[src/rtl/uart_fifo_pkg.sv]
// Shared definitions for the UART-to-FIFO receive path: frame length default,
// counter widths and the one-hot state encoding of rx_fifo_ctrl.
package uart_fifo_pkg;

  localparam int FRAME_LEN_DEF = 256;
  localparam int CNT_W         = 9;
  localparam int ERR_W         = 9;

  typedef enum logic [3:0] {
    ST_FILL  = 4'b0001,
    ST_DRAIN = 4'b0010,
    ST_FLUSH = 4'b0100,
    ST_DONE  = 4'b1000
  } rx_state_e;

endpackage

[src/rtl/rx_pattern_chk.sv]
// Incrementing-pattern checker: every qualified byte is compared against a
// running expected value (starts at 0, +1 per byte, wraps at 2^DATA_W).
// Mismatches are counted in a saturating error counter.
module rx_pattern_chk
  import uart_fifo_pkg::*;
#(
  parameter int DATA_W = 8
) (
  input  logic              sys_clk,
  input  logic              sys_rst_n,
  input  logic              clr,
  input  logic              vld,
  input  logic [DATA_W-1:0] data,
  output logic [ERR_W-1:0]  err_cnt
);

  logic [DATA_W-1:0] exp_q;

  // Track the expected byte and count mismatches, saturating at all-ones.
  always_ff @(posedge sys_clk or negedge sys_rst_n) begin
    if (!sys_rst_n) begin
      exp_q   <= '0;
      err_cnt <= '0;
    end else if (clr) begin
      exp_q   <= '0;
      err_cnt <= '0;
    end else if (vld) begin
      exp_q <= exp_q + DATA_W'(1);
      if (data != exp_q && err_cnt != '1)
        err_cnt <= err_cnt + ERR_W'(1);
    end
  end

endmodule

[src/rtl/rx_fifo_ctrl.sv]
// Receive FIFO controller: fills a FIFO with FRAME_LEN bytes from the UART,
// then drains the whole frame out to the logic-analyser port and parks in DONE
// until restart. Bytes arriving when they cannot be stored set a sticky
// overflow flag.
// Optional feature: define RX_PATTERN_CHECK_EN to add the incrementing-pattern
// checker on the drained stream; otherwise err_cnt is tied to zero.
module rx_fifo_ctrl
  import uart_fifo_pkg::*;
#(
  parameter int FRAME_LEN = FRAME_LEN_DEF,
  parameter int DATA_W    = 8
) (
  input  logic              sys_clk,
  input  logic              sys_rst_n,
  input  logic [DATA_W-1:0] uart_dout,
  input  logic              uart_done,
  input  logic              restart,
  input  logic              fifo_full,
  input  logic              fifo_empty,
  input  logic [DATA_W-1:0] fifo_dout,
  output logic              fifo_wr_en,
  output logic [DATA_W-1:0] fifo_din,
  output logic              fifo_rd_en,
  output logic [DATA_W-1:0] rd_data,
  output logic              rd_valid,
  output logic              frame_done,
  output logic              overflow,
  output logic [ERR_W-1:0]  err_cnt
);

  localparam logic [CNT_W-1:0] LEN_CNT  = CNT_W'(FRAME_LEN);
  localparam logic [CNT_W-1:0] LAST_CNT = CNT_W'(FRAME_LEN - 1);

  rx_state_e        state;
  logic [CNT_W-1:0] wr_cnt;
  logic [CNT_W-1:0] rd_cnt;
  logic             wr_ok;

  // A byte is accepted only in FILL, with room in the FIFO and no restart;
  // the count guard keeps wr_cnt saturating at FRAME_LEN.
  assign wr_ok = (state == ST_FILL) && uart_done && !fifo_full && !restart &&
                 (wr_cnt < LEN_CNT);

  // Read strobe is decoded directly from the current empty flag so it can
  // never be raised in a cycle where the FIFO reports empty.
  assign fifo_rd_en = (state == ST_DRAIN) && !fifo_empty && !restart &&
                      (rd_cnt < LEN_CNT);

  // FIFO read data arrives in the cycle rd_valid is high; forward it then and
  // hold zero otherwise so the port is quiet between bytes and in reset.
  assign rd_data = rd_valid ? fifo_dout : '0;

  // Main control FSM with registered strobes, counters and flags.
  always_ff @(posedge sys_clk or negedge sys_rst_n) begin
    if (!sys_rst_n) begin
      state      <= ST_FILL;
      wr_cnt     <= '0;
      rd_cnt     <= '0;
      fifo_wr_en <= 1'b0;
      fifo_din   <= '0;
      rd_valid   <= 1'b0;
      frame_done <= 1'b0;
      overflow   <= 1'b0;
    end else if (restart) begin
      // Restart wins over everything, including a coincident uart_done, and
      // kills any read still in flight.
      state      <= ST_FILL;
      wr_cnt     <= '0;
      rd_cnt     <= '0;
      fifo_wr_en <= 1'b0;
      rd_valid   <= 1'b0;
      frame_done <= 1'b0;
      overflow   <= 1'b0;
    end else begin
      fifo_wr_en <= wr_ok;
      if (wr_ok) fifo_din <= uart_dout;
      rd_valid <= fifo_rd_en;
      if (uart_done && !wr_ok) overflow <= 1'b1;
      case (state)
        ST_FILL: begin
          if (wr_ok) begin
            wr_cnt <= wr_cnt + CNT_W'(1);
            if (wr_cnt == LAST_CNT) state <= ST_DRAIN;
          end
        end
        ST_DRAIN: begin
          if (fifo_rd_en) begin
            rd_cnt <= rd_cnt + CNT_W'(1);
            if (rd_cnt == LAST_CNT) state <= ST_FLUSH;
          end
        end
        ST_FLUSH: begin
          // The only rd_valid seen here belongs to the final read.
          if (rd_valid) begin
            state      <= ST_DONE;
            frame_done <= 1'b1;
          end
        end
        ST_DONE: ;
        default: state <= ST_FILL;
      endcase
    end
  end

`ifdef RX_PATTERN_CHECK_EN
  rx_pattern_chk #(
    .DATA_W (DATA_W)
  ) u_chk (
    .sys_clk   (sys_clk),
    .sys_rst_n (sys_rst_n),
    .clr       (restart),
    .vld       (rd_valid),
    .data      (rd_data),
    .err_cnt   (err_cnt)
  );
`else
  assign err_cnt = '0;
`endif

endmodule

[config.mk]
export PLATFORM = sky130hd
export DESIGN_NAME = rx_fifo_ctrl
export DESIGN_NICKNAME = d
export VERILOG_FILES = /design/src/rtl/uart_fifo_pkg.sv /design/src/rtl/rx_pattern_chk.sv /design/src/rtl/rx_fifo_ctrl.sv
export SDC_FILE = /design/constraint.sdc
export NUM_CORES = 1
export LEC_CHECK = 0
export BUFFER_PORTS_ARGS = -buffer_cell sky130_fd_sc_hd__buf_2
export CAP_MARGIN = 20
export CORE_MARGIN = 1
export CORE_UTILIZATION = 27
export CTS_BUF_LIST = sky130_fd_sc_hd__clkbuf_4 sky130_fd_sc_hd__clkbuf_8
export CTS_CLUSTER_DIAMETER = 200
export DETAILED_ROUTE_END_ITERATION = 12
export GPL_TIMING_DRIVEN = 1
export PLACE_DENSITY = 0.45
export SETUP_SLACK_MARGIN = 0.3
export SYNTH_ARGS = -nofsm -noshare
export SYNTH_HDL_FRONTEND = slang
export SYNTH_SLANG_ARGS = --single-unit
export TNS_END_PERCENT = 20
[constraint.sdc]
create_clock -name sys_clk -period 1.8 [get_ports sys_clk]
set_input_delay 0.18 -clock sys_clk [delete_from_list [all_inputs] [get_ports sys_clk]]
set_output_delay 0.18 -clock sys_clk [all_outputs]
set_load 0.05 [all_outputs]
* Word-level counts from Yosys, hierarchy flattened
Cells that the tools add are included.
** Operators by class
- Add/subtract/negate cells :: 2
- $lt $le $gt $ge :: 2
- Equality and inequality tests :: 12
- Multiplexer cells :: 21
- Bitwise logic cells :: 1
- Reduce and logical (&&, ||, !) cells :: 24
** Operators by type and width (count)
- $mux W9 :: 6
- $mux W4 :: 6
- $add A9 B1 Y9 const B :: 2
- $eq A9 B8 Y1 const B :: 2
- $lt A9 B9 Y1 const B :: 2
- $pmux W4 S4 :: 1
- $reduce_bool A2 Y1 :: 7
- $ne A3 B3 Y1 const B :: 3
- $logic_and A1 B1 Y1 :: 8
- $mux W8 :: 1
- $reduce_and A2 Y1 :: 4
- $mux W1 :: 7
- $ne A3 B2 Y1 const B :: 2
- $reduce_and A6 Y1 :: 1
- $eq A4 B1 Y1 const B :: 1
- $eq A4 B2 Y1 const B :: 1
- $eq A4 B3 Y1 const B :: 1
- $eq A4 B4 Y1 const B :: 1
- $logic_not A1 Y1 :: 4
- $ne A2 B2 Y1 const B :: 1
- $not A1 Y1 :: 1
** Storage, ports and cells
- Flip-flop bits (word level) :: 34
- Input bits :: 22

* Depth between registers and ports, before layout
Gate-level depths: netlist (run 1).
- Word-level depth :: 9
- Depth in mapped cells :: 7
- Mapped depth without buffers :: 7

* Worst setup path after synthesis (run 1)
OpenSTA, ideal clock, no wires.
- Path kind :: register -> output
- Start point :: reg state[2]
- End point :: out fifo_rd_en
- Data arrival time :: 2504 ps
- Required time :: 1620 ps
- Path slack :: -884 ps
- Cell stages (with the launch flop) :: 6
- Path buffers :: 2
- Cell sequence :: dfrtp_1 -> buf_6 -> or3b_2 -> clkbuf_1 -> or3_1 -> nor3_1
** On the way
- Longest elaborated chain between the ends :: 4
** RTL lines
- start: declaration :: RTL line rx_fifo_ctrl.sv:34 : rx_state_e state;
- start signal: assignment :: RTL line rx_fifo_ctrl.sv:56 : state <= ST_FILL;
- start signal: assignment :: RTL line rx_fifo_ctrl.sv:67 : state <= ST_FILL;
- start signal: assignment :: RTL line rx_fifo_ctrl.sv:83 : if (wr_cnt == LAST_CNT) state <= ST_DRAIN;
- $eq A4 B2 Y1 :: RTL line rx_fifo_ctrl.sv:46 : assign fifo_rd_en = (state == ST_DRAIN) && !fifo_empty && !restart &&
- $logic_and A1 B1 Y1 (3 in series) :: RTL line rx_fifo_ctrl.sv:46
- end: declaration :: RTL line rx_fifo_ctrl.sv:23 : output logic fifo_rd_en,
Every way passes these cells.

* Final worst setup path (run 1)
Same ends and word-level chain as after synthesis.

==> flow_summary.json, run 1 <==
{
  "slew_viol_final": 0,
  "synth_common_cells": "33 x dfrtp_1, 16 x mux2_2, 12 x a21oi_1",
  "synth_ff_type": "dfrtp_1",
  "peakVddDrop_uv": 556,
  "synth_most_common_cell": "dfrtp_1",
  "rsz0062_at_grt": "yes",
  "crit_path_max_incr_delay_ns": 0.41,
  "num_rows": 29,
  "path_cells": "buf_6 -> or3b_4 -> or3_4 -> nor3_4 -> buf_6",
  "cts_tree": "yes",
  "hpwl_um": 2880,
  "vias_per_cell": 4.70,
  "seq_area_frac_synth_pct": 45.7,
  "hold_class": "input port to register",
  "final_cell_area_mm2": 0.00253,
  "diodes": 0,
  "critPathRequiredTime_ns": 1.62,
  "ys_seq_elements": 34,
  "critPathMaxFanout": 8,
  "placed_area_mm2": 0.00232,
  "cts.path.max_buffers": 2,
  "grt_usage_pct": 12.0,
  "ant_nets": 0,
  "cts-root-buf": "clkbuf_8",
  "maxSlewHeadroom_pct": 63.8,
  "hold_viol_final": 0,
  "worstHoldEndpoint": "fifo_din[4]",
  "switching_share_pct": 30.9,
  "grt_first_pass_wirelength_um": 6720,
  "power_frac_comb_pct": 20.5,
  "syn_area_per_cell_um2": 9.92,
  "max_cap_violations": 0,
  "internal-power_mw": 1.24,
  "fin_crit_ns": 2.12,
  "synth_top_area_share_pct": 44.3,
  "clk-insertion-delay-late_ns": 0.28,
  "drt_first_pass_iters": 4,
  "die_y_um": 85.1,
  "syn_area_mm2": 0.00186,
  "ys_types": 38,
  "nets": 278,
  "die_w_um": 85.1,
  "core_area_mm2": 0.00649,
  "antenna_found_initial": 0,
  "synth_enable_flop_cells": 0,
  "routabilityCongestion": 0.745,
  "fmax_mhz": 471,
  "whs_path_depth": 2,
  "setup_slack_ns": -0.323,
  "cp-end-kind": "primary output",
  "violations": "setup timing",
  "switching_power_mw": 0.555,
  "wl_um": 4120,
  "powerDensity_mw_per_mm2": 709,
  "fin_tns_setup_ns": -3.61,
  "cts_max_level": 2,
  "drive_gt1_share_pct": 43.5,
  "reg2reg_depth": 5,
  "async_flop_share_pct": 100,
  "r2r_start": "state[3]",
  "period_share_pct": 118,
  "path_clk_slew_ns": 0.07,
  "r2r_end": "wr_cnt[3]",
  "yosysWarnings": 0,
  "yosys.area.top_type": "dfrtp_1",
  "via_count": 1552,
  "worstMarginPinSlew_ns": 0.543,
  "p_clk_share_pct": 33.5,
  "io_buffers": 42,
  "drc": 0,
  "postSynthCellCount": 188,
  "grt_start_max_net_pins": 25,
  "wl_per_cell_um": 12.5,
  "cpMostUsedCell": "buf_6",
  "p_leak_nw": 1.20,
  "io-pin-count": 52,
  "hp-start": "uart_dout[4]",
  "setup_viol": 20,
  "crit_type": "register to primary output",
  "cts_buffers": 5,
  "outcome": "finished, violations left",
  "arrival_ns": 1.94,
  "synth_area_leaders": "dfrtp_1 44%, mux2_2 9.7%, buf_4 3.6%",
  "cpMaxStageDelayCell": "dfrtp_1",
  "fin_worst_skew_ns": 0.00381,
  "overflow": 0,
  "area_growth_pct": 35.7,
  "cts_sinks": 34,
  "initial_utilization_pct": 28.7,
  "drt_iter0_drc": 56,
  "sequentialPowerShare_pct": 46.0,
  "grt_pass1_vias": 1402,
  "die_area_mm2": 0.00724,
  "ff2ff_setup_slack_ns": -0.29,
  "critical_path.startpoint": "state[2]",
  "critPathLaunchType": "register"
}
[layout by cell type (no fill, tap or decap), types with 5 or more instances in the layout]
cell type  count
inv_1         11
mux2_4         6
clkbuf_8       6
dfrtp_1       33
or3_1          7
mux2_2        10
nand3_1        5
and2_1         8
buf_2         41
nor2b_1        7
buf_4         25
conb_1         9
a21oi_1       10
nand2_1        5
nor2_1        11
o21ai_0        6
[how the worst max path moves through the flow]
stage                     cells past startpoint          to
after floorplan                               5  fifo_rd_en
after global placement                        4   wr_cnt[3]
after detailed placement                      4   wr_cnt[3]
after CTS                                     5  fifo_rd_en
after global routing                          5  fifo_rd_en
final                                         5  fifo_rd_en
[metrics by stage]
step / worst slack [ns] / total power [mW] / hold WS [ns] / cells / utilization [%]
after floorplan: -0.236 / 1.11 / -0.116 / 196 / -
after global placement: -0.194 / 1.21 / 0.206 / 320 / 35.8
after detailed placement: -0.213 / 1.21 / 0.207 / 320 / 35.8
after CTS: -0.323 / 1.83 / 0.109 / 330 / 38.1
after global routing: -0.370 / 1.89 / 0.109 / 330 / 39.0
final: -0.323 / 1.79 / 0.123 / 330 / 39.0
[critical path: cells and delay by family, from the launching register on]
| kind | cells | cell delay, ns |
|---|---|---|
| DFF | 1 | 0.41 |
| buffers and inverters | 2 | 0.32 |
| and+or+nand+nor | 3 | 0.93 |
[registers in the layout (all words and copies together) (netlist names)]
register    flops
fifo_din        8
fifo_wr_en      1
frame_done      1
overflow        1
rd_cnt          9
rd_valid        1
state           4
wr_cnt          9
[layer usage]
| metal | up-vias | part of all wire [%] | global-route usage [%] |
|---|---|---|---|
| met4 | 0 | 0.87 | 4.16 |
| met5 | - | 0 | 0 |
| met2 | 42 | 47 | 19.6 |
| met3 | 4 | 4.5 | 3.02 |
| met1 | 734 | 48 | 15.4 |
| li1 | 772 | - | - |
[what timing repair did]
item                                    in CTS  in global routing
buffers inserted                             1                  0
gates resized for setup                      8                 11
endpoints found under the setup margin      33                 33
hold buffers                                 1                  0
hold endpoints to repair                    22                  0
pin swaps                                    2                  3
[power groups by stage]
| stage | combinational [mW] | clock, mW | sequential (mW) |
|---|---|---|---|
| 6_report | 0.368 | 0.601 | 0.824 |
| 2_1_floorplan | 0.131 | 0 | 0.977 |
| 3_5_place_dp | 0.369 | 0 | 0.837 |
| 5_1_grt | 0.389 | 0.669 | 0.828 |
| 4_1_cts | 0.371 | 0.632 | 0.824 |
| 3_3_place_gp | 0.367 | 0 | 0.838 |
[cell families after synthesis]
group	Yosys count	share of synthesized area (%)
AO/OA/AOI/OAI	27	8.52
XOR/XNOR	1	0.470
other	1	0.201
multiplexers	16	9.66
adder cells (fa/ha/maj)	4	2.68
AND/OR/NAND/NOR	73	23.9
flip-flops	34	45.7
buffers and inverters	32	8.86
[layout make-up]
cell class	instances	area, um2
Timing Repair Buffer	70	445
Multi-Input combinational cell	130	1000
Clock buffer	7	90.1
Clock inverter	1	5.00
Tap cell	77	96.3
Sequential cell	34	852
Fill cell	667	3970
Inverter	11	41.3
(Power assumes the default switching activity.)
==> run 2, diff against run 1 <==
Settings changed: ABC_AREA set to 1, CAP_MARGIN 20 to 15.
==> run 2 against run 1 <==
Compared with the run above: the run now ends clean; synthesized cell count is 27% higher; critical endpoint is now state[1]; register-to-register slack better by 0.45 ns; non-clock buffer count is 5 lower; combinational power is 3% higher; maximum frequency is 29% higher; largest cell class unchanged; highest routed layer unchanged; worst hold slack worse by 0.041 ns; cell area is 0.15% lower; utilization is 0.058 points lower; synthesized area hardly changed; largest power group is now clock.
==> flow_summary.json, run 2 <==
{
  "switching_share_pct": 30.2,
  "final_core_util_pct": 38.9,
  "fin_worst_skew_ns": 0.00524,
  "ys_types": 30,
  "critPathLaunchType": "register",
  "cpMaxStageDelayCell": "dfrtp_1",
  "wl_um": 4280,
  "outcome": "finished, final reports clean",
  "critPathMaxFanout": 4,
  "top_regs": "rd_cnt (9), wr_cnt (9), fifo_din (8)",
  "cts_sinks": 34,
  "critPathRequiredTime_ns": 1.98,
  "synth_enable_flop_cells": 0,
  "synth_area_leaders": "dfrtp_1 44%, nand2_1 17%, inv_1 6.4%",
  "fmax_mhz": 608,
  "io-pin-count": 52,
  "slew_viol_final": 0,
  "crit_path_max_incr_delay_ns": 0.37,
  "postSynthCellCount": 239,
  "total_power_mw": 2.08,
  "max_cap_violations": 0,
  "cts-root-buf": "clkbuf_8",
  "r2r_start": "rd_cnt[0]",
  "setup_viol": 0,
  "cts_buffers": 5,
  "syn_area_per_cell_um2": 7.80,
  "hold_ws_ns": 0.0814,
  "fin_crit_ns": 1.64,
  "hold_class": "input port to register",
  "seq_area_frac_synth_pct": 45.7,
  "ant_nets": 0,
  "clk-insertion-delay-late_ns": 0.29,
  "hold_viol_final": 0,
  "crit_type": "register to register",
  "overflow": 0,
  "synth_ff_type": "dfrtp_1",
  "yosys.area.top_type": "dfrtp_1",
  "ys_seq_elements": 34,
  "initial_utilization_pct": 28.7,
  "synth_most_common_cell": "nand2_1",
  "cts.path.max_buffers": 2,
  "io_buffers": 42,
  "drc": 0,
  "grt_first_pass_wirelength_um": 7260,
  "synth_top_area_share_pct": 44.3,
  "arrival_ns": 1.82,
  "path_clk_slew_ns": 0.08,
  "grt_start_max_net_pins": 35,
  "final_cell_mix": "76 x nand2_1, 41 x buf_2, 33 x dfrtp_1",
  "drive_gt1_share_pct": 37.0,
  "nets": 333,
  "grt_pass1_vias": 1572,
  "grt_usage_pct": 12.7,
  "vias_per_cell": 4.45,
  "internal-power_mw": 1.45,
  "regArea_um2": 852,
  "cp-endpoint": "state[1]",
  "cts_max_level": 2,
  "via_count": 1715,
  "power_frac_comb_pct": 18.3,
  "critical_path.startpoint": "rd_cnt[0]",
  "wl_per_cell_um": 11.1,
  "drt_first_pass_iters": 4,
  "cp-end-kind": "register",
  "hpwl_um": 2930,
  "cts_tree": "yes",
  "fillers": 667,
  "p_leak_nw": 1.40,
  "sequentialPowerShare_pct": 40.1,
  "antenna_found_initial": 0,
  "rsz0062_at_grt": "yes",
  "fin_tns_setup_ns": 0,
  "ff2ff_setup_slack_ns": 0.16,
  "p_clk_share_pct": 41.7,
  "setup_slack_ns": 0.156,
  "drt_iter0_drc": 103,
  "yosysWarnings": 0,
  "peakVddDrop_uv": 447,
  "area_growth_pct": 35.6,
  "switching_power_mw": 0.630,
  "die_y_um": 85.1,
  "final_common_cell": "nand2_1",
  "diodes": 0,
  "post-place-ws_ns": 0.113,
  "routabilityCongestion": 0.802,
  "syn_area_mm2": 0.00186,
  "path_cells": "ha_2 -> nand2_2 -> inv_2 -> nand4_1 -> nor2_1 -> ha_2 -> nand2_2 -> nand3_4 -> nand3_4 -> a21boi_1",
  "reg2reg_depth": 10,
  "die_area_mm2": 0.00724,
  "powerDensity_mw_per_mm2": 824,
  "die_w_um": 85.1,
  "async_flop_share_pct": 100,
  "synth_common_cells": "83 x nand2_1, 33 x dfrtp_1, 32 x inv_1",
  "period_share_pct": 91.3,
  "multi_input_area_um2": 911,
  "core_area_mm2": 0.00649,
  "num_rows": 29,
  "r2r_end": "state[1]"
}
[run 2: kinds of logic after synthesis]
kind of cell / synth area share (%)
AOI/OAI and AO/OA: 5.71
xor gates and xnor gates: 1.41
adders and majority gates: 2.69
buffers and inverters: 11.8
DFF: 45.7
other: 0.201
and+or+nand+nor: 32.4
[run 2: through the flow]
step / cell area [um2] / std cells
after floorplan: 1910 / 247
after global placement: 2160 / 359
after detailed placement: 2160 / 359
after CTS: 2450 / 381
after global routing: 2530 / 385
final: 2530 / 385
[run 2: cell type report]
cell class / instances / area share (%)
clock buffers: 5 / 2.72
clock inverters: 3 / 2.72
inverters: 35 / 5.30
multi-input cells: 166 / 36.1
flip-flops and latches: 34 / 33.7
well taps: 77 / 3.81
repair buffers: 65 / 15.7
[run 2: how the worst min path moves through the flow]
stage	start	cells past startpoint	end
final	uart_dout[2]	3	fifo_din[2]
after global routing	uart_dout[1]	3	fifo_din[1]
after CTS	uart_dout[2]	3	fifo_din[2]
after detailed placement	sys_rst_n	2	wr_cnt[3]
after global placement	sys_rst_n	2	wr_cnt[3]
after floorplan	sys_rst_n	0	fifo_din[0]
[run 2: layer usage]
metal	share of wire (%)	wire, um	track usage, %
met1	49	2080	16.9
met5	0	0	0
met4	2.1	88	5.39
met3	6.0	257	3.02
met2	43	1850	19.9
[run 2: power by group through the flow]
stage	logic (mW)	clock network [mW]	registers, mW
2_1_floorplan	0.129	0	0.995
3_3_place_gp	0.365	0	0.851
3_5_place_dp	0.366	0	0.852
4_1_cts	0.380	0.895	0.835
5_1_grt	0.408	0.923	0.841
6_report	0.380	0.868	0.834
[run 2: worst max-delay path, delay by kind of cell, from the launching register on]
kind	cells	cell delay (ns)
adder cells (fa/ha/maj)	2	0.39
flip-flops	1	0.37
AND/OR/NAND/NOR	6	0.58
buffers and inverters	1	0.06
AO/OA/AOI/OAI	1	0.14
[run 2: repair_timing]
item / CTS / global route
hold buffers: 1 / 0
hold endpoints to repair: 33 / 0
gates resized for setup: 15 / 15
pin swaps: 11 / 10
setup buffers: 13 / 4
setup endpoints to repair: 13 / 31
==> run 3, diff against run 2 <==
Settings changed: CAP_MARGIN 15 to 5, RECOVER_POWER set to 25.
==> run 3 against run 2 <==
Compared with the run above: utilization is essentially flat; flip-flop and latch count unchanged; critical path depth stayed put; worst setup slack unchanged; register-to-register slack hardly changed; largest power group unchanged; largest cell class unchanged; clock power about the same; power barely moved; critical endpoint unchanged.
==> flow_summary.json, run 3 (synthesized netlist as in run 2, its figures left out) <==
{
  "outcome": "finished, final reports clean",
  "io-pin-count": 52,
  "routabilityCongestion": 0.802,
  "clk-insertion-delay-late_ns": 0.29,
  "final_common_cell": "nand2_1",
  "max_cap_violations": 0,
  "grt_start_max_net_pins": 35,
  "die_y_um": 85.1,
  "p_leak_nw": 1.40,
  "internal-power_mw": 1.45,
  "cp-end-kind": "register",
  "critPathMaxFanout": 4,
  "final_cell_mix": "76 x nand2_1, 41 x buf_2, 33 x dfrtp_1",
  "fin_crit_ns": 1.64,
  "path_clk_slew_ns": 0.08,
  "cts.path.max_buffers": 2,
  "wl_um": 4280,
  "drt_first_pass_iters": 4,
  "powerDensity_mw_per_mm2": 825,
  "cts_sinks": 34,
  "drive_gt1_share_pct": 37.0,
  "die_w_um": 85.1,
  "setup_slack_ns": 0.156,
  "io_buffers": 42,
  "fmax_mhz": 608,
  "setup_viol": 0,
  "worstMarginPinSlew_ns": 0.892,
  "ant_nets": 0,
  "hold_ws_ns": 0.0814,
  "sequentialPowerShare_pct": 40.1,
  "rsz0062_at_grt": "yes",
  "cts_buffers": 5,
  "vias_per_cell": 4.45,
  "hold_class": "input port to register",
  "crit_type": "register to register",
  "final_cell_area_mm2": 0.00252,
  "fin_tns_setup_ns": 0,
  "top_regs": "rd_cnt (9), wr_cnt (9), fifo_din (8)",
  "switching_power_mw": 0.630,
  "cts-root-buf": "clkbuf_8",
  "area_growth_pct": 35.5,
  "maxSlewHeadroom_pct": 40.5,
  "fin_worst_skew_ns": 0.00524,
  "grt_usage_pct": 12.7,
  "critPathRequiredTime_ns": 1.98,
  "num_rows": 29,
  "switching_share_pct": 30.3,
  "drt_iter0_drc": 103,
  "die_area_mm2": 0.00724,
  "core_area_mm2": 0.00649,
  "arrival_ns": 1.82,
  "hpwl_um": 2930,
  "hold_viol_final": 0,
  "drc": 0,
  "nets": 333,
  "overflow": 0,
  "antenna_found_initial": 0,
  "p_clk_share_pct": 41.7,
  "peakVddDrop_uv": 447,
  "grt_pass1_vias": 1572,
  "cts_tree": "yes",
  "critPathLaunchType": "register",
  "diodes": 0,
  "period_share_pct": 91.3,
  "fillers": 668,
  "cts_max_level": 2,
  "placed_area_mm2": 0.00216,
  "power_frac_comb_pct": 18.2,
  "wl_per_cell_um": 11.1,
  "initial_utilization_pct": 28.7,
  "post-place-ws_ns": 0.113,
  "grt_first_pass_wirelength_um": 7260,
  "via_count": 1715,
  "slew_viol_final": 0
}
-- run 3: cell types whose count changed in the layout (fill, tap and decap cells not counted), sizes merged --
cell / before / now
buf: 64 / 63
clkbuf: 5 / 6
-- run 3: worst paths after layout --
check	start	endpoint	slack (ns)	depth (start not counted)
hold / removal	uart_dout[2]	fifo_din[2]	0.08	3
min in group asynchronous	sys_rst_n	wr_cnt[3]	0.63	3
setup reg to reg	rd_cnt[0]	state[1]	0.16	10
setup / recovery	rd_cnt[0]	state[1]	0.16	10
hold reg to reg	fifo_din[4]	fifo_din[4]	0.47	2
max in group asynchronous	sys_rst_n	state[3]	0.62	3
-- run 3: layer usage --
layer  GRT usage, %  share of wire, %  vias to the layer above
met2           19.9                43                       66
met5              0                 0                        -
li1               -                 -                      870
met3           3.02               6.0                        9
met4           5.39               2.1                        0
met1           16.9                49                      770
-- run 3: area by class of cell --
cell class              instances  area, um2  area share (%)
multi-input cells             166        911            36.1
flip-flops and latches         34        852            33.8
repair buffers                 65        393            15.6
inverters                      35        134            5.30
well taps                      77       96.3            3.82
clock buffers                   5       68.8            2.73
clock inverters                 3       68.8            2.73
-- run 3: metrics by stage --
stage / power (mW) / cells / util, %
2_1_floorplan: 1.12 / 247 / -
3_3_place_gp: 1.22 / 359 / 33.3
3_5_place_dp: 1.22 / 359 / 33.3
4_1_cts: 2.11 / 381 / 37.7
5_1_grt: 2.17 / 385 / 38.9
6_report: 2.08 / 385 / 38.9
-- run 3: power groups by stage --
stage	logic [mW]	clock network, mW	registers, mW
after global placement	0.365	0	0.851
after floorplan	0.129	0	0.995
after CTS	0.380	0.895	0.835
after global routing	0.407	0.923	0.841
after detailed placement	0.366	0	0.852
final	0.380	0.868	0.834
-- run 3: timing repair --
item	CTS	global route
setup endpoints to repair	13	31
pin swaps	11	10
buffers inserted	13	4
endpoints found under the hold margin	33	0
hold buffers	1	0
resized for setup	15	15
-- run 3: worst max-delay path, cell delays in order (launching register included) --
cell and delay [ns]:
dfrtp_1 0.37, ha_2 0.20, nand2_2 0.07, inv_2 0.06
nand4_1 0.09, nor2_1 0.13, ha_2 0.19, nand2_2 0.06
nand3_4 0.13, nand3_4 0.10, a21boi_1 0.14
